File: config.mk
export PLATFORM = sky130hd
export DESIGN_NAME = glyph_line_streamer
export DESIGN_NICKNAME = d
export VERILOG_FILES = /design/src/rtl/glyph_line_streamer.sv
export SDC_FILE = /design/constraint.sdc
export NUM_CORES = 1
export LEC_CHECK = 0
export BUFFER_PORTS_ARGS = -buffer_cell sky130_fd_sc_hd__buf_2
export CAP_MARGIN = 0
export CORE_AREA = 4 4 85 55
export CTS_BUF_LIST = sky130_fd_sc_hd__clkbuf_4 sky130_fd_sc_hd__clkbuf_8 sky130_fd_sc_hd__clkbuf_16
export DETAILED_ROUTE_END_ITERATION = 7
export DIE_AREA = 0 0 89 59
export GPL_ROUTABILITY_DRIVEN = 0
export PLACE_DENSITY = 0.77
export SLEW_MARGIN = 20
export SYNTH_ARGS = -nofsm -noshare
export SYNTH_HDL_FRONTEND = slang
export SYNTH_SLANG_ARGS = --single-unit
File: constraint.sdc
create_clock -name clk -period 2.25 [get_ports clk]
set_input_delay 0.225 -clock clk [delete_from_list [all_inputs] [get_ports clk]]
set_output_delay 0.225 -clock clk [all_outputs]
set_load 0.05 [all_outputs]
File: src/rtl/glyph_line_streamer.sv
// Glyph row streamer: fetches a font ROM row per request, applies blank/underline/
// inverse/double-width, and shifts it out MSB-first with a one-row prefetch buffer.
module glyph_line_streamer #(
  parameter int GLYPH_W = 8,
  parameter int CHAR_W  = 8,
  parameter int LINE_W  = 4,
  parameter int H0      = 8,
  parameter int H1      = 14,
  parameter int H2      = 16,
  parameter int H3      = 16
) (
  input  logic                       clk,
  input  logic                       rst,
  input  logic                       req_valid,
  output logic                       req_ready,
  input  logic [1:0]                 req_font,
  input  logic [CHAR_W-1:0]          req_char,
  input  logic [LINE_W-1:0]          req_line,
  input  logic [2:0]                 req_attr,
  output logic [2+CHAR_W+LINE_W-1:0] rom_addr,
  input  logic [GLYPH_W-1:0]         rom_data,
  output logic                       pix_valid,
  input  logic                       pix_ready,
  output logic                       pix,
  output logic                       pix_last,
  output logic                       busy
);
  localparam int CW = $clog2(2*GLYPH_W);
  localparam logic [CW-1:0] LAST_S = CW'(GLYPH_W-1);
  localparam logic [CW-1:0] LAST_D = CW'(2*GLYPH_W-1);

  typedef struct packed {
    logic [1:0]        font;
    logic [LINE_W-1:0] line;
    logic [2:0]        attr;   // {dbl, ul, inv}
  } req_t;

  req_t               req_q;
  logic               inflight;
  logic               buf_valid;
  logic [GLYPH_W-1:0] buf_row;
  logic               buf_dbl;
  logic               sh_valid;
  logic [GLYPH_W-1:0] sh_row;
  logic               sh_dbl;
  logic [CW-1:0]      cnt;

  logic               accept, last_hs, adv, sh_free;
  logic [31:0]        height;
  logic [GLYPH_W-1:0] row_c;

  assign rom_addr  = {req_font, req_char, req_line};
  assign req_ready = !inflight && !buf_valid;
  assign accept    = req_valid && req_ready;
  assign busy      = inflight || buf_valid || sh_valid;
  assign pix_valid = sh_valid;
  assign pix       = sh_valid && sh_row[GLYPH_W-1];
  assign pix_last  = sh_valid && (cnt == (sh_dbl ? LAST_D : LAST_S));
  assign adv       = sh_valid && pix_ready;
  assign last_hs   = adv && pix_last;
  assign sh_free   = !sh_valid || last_hs;

  always_comb begin
    case (req_q.font)
      2'd0:    height = 32'(H0);
      2'd1:    height = 32'(H1);
      2'd2:    height = 32'(H2);
      default: height = 32'(H3);
    endcase
  end

  // Lines past the font height are blank; underline replaces the bottom line.
  always_comb begin
    row_c = rom_data;
    if (32'(req_q.line) >= height)
      row_c = '0;
    else if (req_q.attr[1] && (32'(req_q.line) == height - 32'd1))
      row_c = '1;
    if (req_q.attr[0])
      row_c = ~row_c;
  end

  always_ff @(posedge clk or posedge rst) begin
    if (rst) begin
      inflight  <= 1'b0;
      req_q     <= '0;
      buf_valid <= 1'b0;
      buf_row   <= '0;
      buf_dbl   <= 1'b0;
      sh_valid  <= 1'b0;
      sh_row    <= '0;
      sh_dbl    <= 1'b0;
      cnt       <= '0;
    end else begin
      inflight <= accept;
      if (accept)
        req_q <= '{font: req_font, line: req_line, attr: req_attr};

      // inflight and buf_valid are never both set, so the row lands in exactly one place.
      if (inflight && !sh_free) begin
        buf_valid <= 1'b1;
        buf_row   <= row_c;
        buf_dbl   <= req_q.attr[2];
      end else if (buf_valid && last_hs) begin
        buf_valid <= 1'b0;
      end

      if (inflight && sh_free) begin
        sh_valid <= 1'b1;
        sh_row   <= row_c;
        sh_dbl   <= req_q.attr[2];
        cnt      <= '0;
      end else if (buf_valid && last_hs) begin
        sh_valid <= 1'b1;
        sh_row   <= buf_row;
        sh_dbl   <= buf_dbl;
        cnt      <= '0;
      end else if (last_hs) begin
        sh_valid <= 1'b0;
      end else if (adv) begin
        cnt <= cnt + 1'b1;
        // double width holds each bit for two pixels
        if (!sh_dbl || cnt[0])
          sh_row <= sh_row << 1;
      end
    end
  end
endmodule

==> run metrics <==
largest fanout on the critical path=8; xor/xnor cell area share of the yosys netlist=4.33%; Post-Syn Instances=roughly 200; Worst Path Required=2.46 ns; die height=about 60 microns; Switching Fraction=around two fifths; mux cell area share after synthesis=9.30%; post-synthesis cell area=1990 sq um; Final min period=~2.1 ns; slew of the pin with the lowest slew margin=0.433 ns; crit start category=flip-flop; r2r startpoint=req_q[8]$_DFFE_PP0P_; TritonRoute pass-1 iters=4; count of cell types in the netlist=41; Port Buffers=31; Crit path largest cell delay=0.41 ns; Comb power frac=44.6%; IO Pins=48; gr ovfl total=0; cts hold-fix bufs=0; Tcrit/Tclk final=91.5%; first-pass GRT wire length=6600 microns; proportion of layout cells with a drive suffix above 1=between 20% and 30%; Yosys top cell area share=42.7%; vias in the first global route=~1,400; Worst-path clk slew=0.07 ns; Die ar.=between 5000 and 6000 sq um; Clock Skews=0.00744 ns; internal power=~1.7 mW; R2R Setup Slk=between 0.15 and 0.2 ns; Yosys reg bits=34; simple-gate share of the synthesized area=a little over an eighth; most common cell after layout, fill and taps aside=dfrtp_1; Leak=between 0.9 and 1 nW; Total Wirelength=3780 microns; clock buffer depth=2; reg2reg end=buf_row[1]$_DFFE_PP0P_; CTS Buf Count=5; die width=just under 90 microns; largest net degree at the start of global routing=35; Avg Inst Size Synth=10.2 sq um; Routed Antenna Nets=0; diodes inserted=0; H-tree Lvls=2; Initial Utilization=50.5%; # DRC=0; All-Layer GR Usage=between 10% and 20%; Setup crit end kind=flip-flop; Max-slew headroom=just over 70%; Max-Cap Viols=0; register share of total power=between 30% and 40%; clk_lat worst skew=0.29 ns; Wirelength per Cell=roughly 14 microns; kind of critical path=reg -> reg; main combinational cell family by area after synthesis=compound AO/OA/AOI/OAI gates; highest ir drop seen on vdd=0.713 mV; most area-consuming cells after synthesis=dfrtp_1 43%, buf_4 5.3%, mux2_2 4.5%, mux2i_1 4.0%, o21ai_0 4.0%; Fillers=345; CTS tree=done; Yosys top cell by area=dfrtp_1; clock share of power=16.8%; Yosys Warn Count=0; final max-slew violation count=0; clk sinks=34; sw power=1.17 mW; Worst Hold Class=in -> async; Starting DRT DRC Count=33; critical path cell sequence=nand2b_1, inv_1, ha_1, nor2b_1, o221ai_2, o21ai_0, xnor2_1, a21oi_1; initial antenna violation count=0; # rows=18; syn_nets=between 200 and 250; RSZ-0062 raised after global routing=false; placed inst area=2050 sq um; Seq/Total Area, Yosys=42.7%; Worst EP arrival=2.26 ns; design area=2160 sq um; dpl hpwl=about 2800 microns; post-synthesis compound-gate area fraction=18.2%; post-synthesis adder-cell area fraction=1.88%; Slowest-stage cell, CP=dfrtp_1; Final Net Count=roughly 250; status=complete, no violations; R2R depth=8; P per Cell Area=1330 nW/um^2; setup TNS=0 ns; clk root buf=clkbuf_8; vias per cell=around 5.4; area grow syn2layout=8.67%; core region area=between 3000 and 4000 sq um; final setup fails=0; final hold violation count=0; fmax=0.486 GHz; most frequent cells in the layout=34 x dfrtp_1, 31 x buf_2, 16 x o21ai_0, 16 x nand2_1, 11 x a21oi_1; via count=1,441
-- worst max-delay path: cells and delay by family, from the launching register on --
| family | cells | cell delay (ns) |
|---|---|---|
| flip-flops | 1 | 0.41 |
| buffers and inverters | 1 | 0.06 |
| AND/OR/NAND/NOR | 2 | 0.33 |
| XOR/XNOR | 1 | 0.18 |
| adder cells (fa/ha/maj) | 1 | 0.22 |
| AO/OA/AOI/OAI | 3 | 0.78 |
-- Yosys cell counts (all sizes together) --
| master | number |
|---|---|
| buf | 20 |
| clkbuf | 2 |
| and3 | 1 |
| nor2b | 2 |
| o21bai | 1 |
| and2 | 5 |
| xor2 | 1 |
| o32a | 1 |
| nand3 | 1 |
| o21ai | 25 |
| nor2 | 13 |
| nor3 | 1 |
| o221ai | 8 |
| a2bb2oi | 1 |
| a21oi | 12 |
| or3 | 2 |
| o31a | 1 |
| nand2 | 17 |
| nand4b | 2 |
| dfrtp | 34 |
| mux2i | 8 |
| o41ai | 1 |
| nor4b | 1 |
| ha | 3 |
| mux2 | 9 |
| or2 | 2 |
| inv | 6 |
| xnor2 | 8 |
| nand2b | 4 |
| a21o | 2 |
| a311oi | 1 |
-- worst max-delay path by stage --
| stage | slack (ns) | startpoint | end |
|---|---|---|---|
| after detailed placement | -0.02 | req_q[8]$_DFFE_PP0P_ | buf_row[1]$_DFFE_PP0P_ |
| after floorplan | 0.14 | buf_valid$_DFFE_PP0P_ | req_q[1]$_DFFE_PP0P_ |
| after global placement | 0.13 | req_q[8]$_DFFE_PP0P_ | sh_row[5]$_DFFE_PP0P_ |
| after CTS | 0.17 | req_q[8]$_DFFE_PP0P_ | buf_row[1]$_DFFE_PP0P_ |
| final | 0.19 | req_q[8]$_DFFE_PP0P_ | buf_row[1]$_DFFE_PP0P_ |
| after global routing | 0.02 | req_q[8]$_DFFE_PP0P_ | buf_row[1]$_DFFE_PP0P_ |
-- per-layer routing --
metal  global-route usage (%)  vias to the layer above  share of wire, %
met5                        0                        -                 0
met4                     6.16                        0               1.6
met3                     7.08                        5               7.7
met2                     24.5                       41                45
met1                     22.2                      688                46
li1                         -                      707                 -
-- cell type report --
class / count / area, sq um / area share [%]
clock buffer: 7 / 90.1 / 4.16
clock inverter: 1 / 5.00 / 0.231
inverter: 6 / 22.5 / 1.04
multi-input combinational: 133 / 956 / 44.2
sequential: 34 / 851 / 39.3
tap: 50 / 62.6 / 2.89
timing repair buffer: 34 / 178 / 8.21
-- cell families (layout without fill, tap and decap cells) --
family	count (synthesis)	count (layout)
adders and majority gates	3	3
and+or+nand+nor	51	51
DFF	34	34
xor gates and xnor gates	9	9
muxes	17	17
buffers and inverters	28	48
AOI/OAI and AO/OA	53	53
-- per-stage QoR --
step                      total power, mW  cells  worst slack [ns]  hold slack [ns]  util [%]
final                                2.87    265             0.191           0.0111      54.9
after detailed placement             2.38    257           -0.0233            0.341      52.1
after CTS                            2.88    265             0.171           0.0236      54.7
after floorplan                      2.19    195             0.136            0.342         -
after global routing                 3.12    265            0.0185           0.0572      54.9
after global placement               2.32    257             0.133            0.343      52.1
-- flip-flops by register name, indices dropped and copies added (netlist names) --
signal	cells
sh_row	8
buf_dbl	1
sh_dbl	1
cnt	4
req_q	9
buf_row	8
buf_valid	1
pix_valid	1
inflight	1
-- timing repair --
action,4_1_cts,5_1_grt
gates cloned,0,0
resized for setup,2,1
setup endpoints to repair,6,1
buffers inserted,0,0
-- power by group through the flow --
stage          registers (mW)  clock network, mW  logic, mW
2_1_floorplan            1.05                  0       1.14
3_3_place_gp             1.11                  0       1.21
3_5_place_dp             1.12                  0       1.25
4_1_cts                  1.11              0.492       1.28
6_report                 1.11              0.482       1.28
5_1_grt                  1.16              0.523       1.44
(Power assumes the default switching activity.)
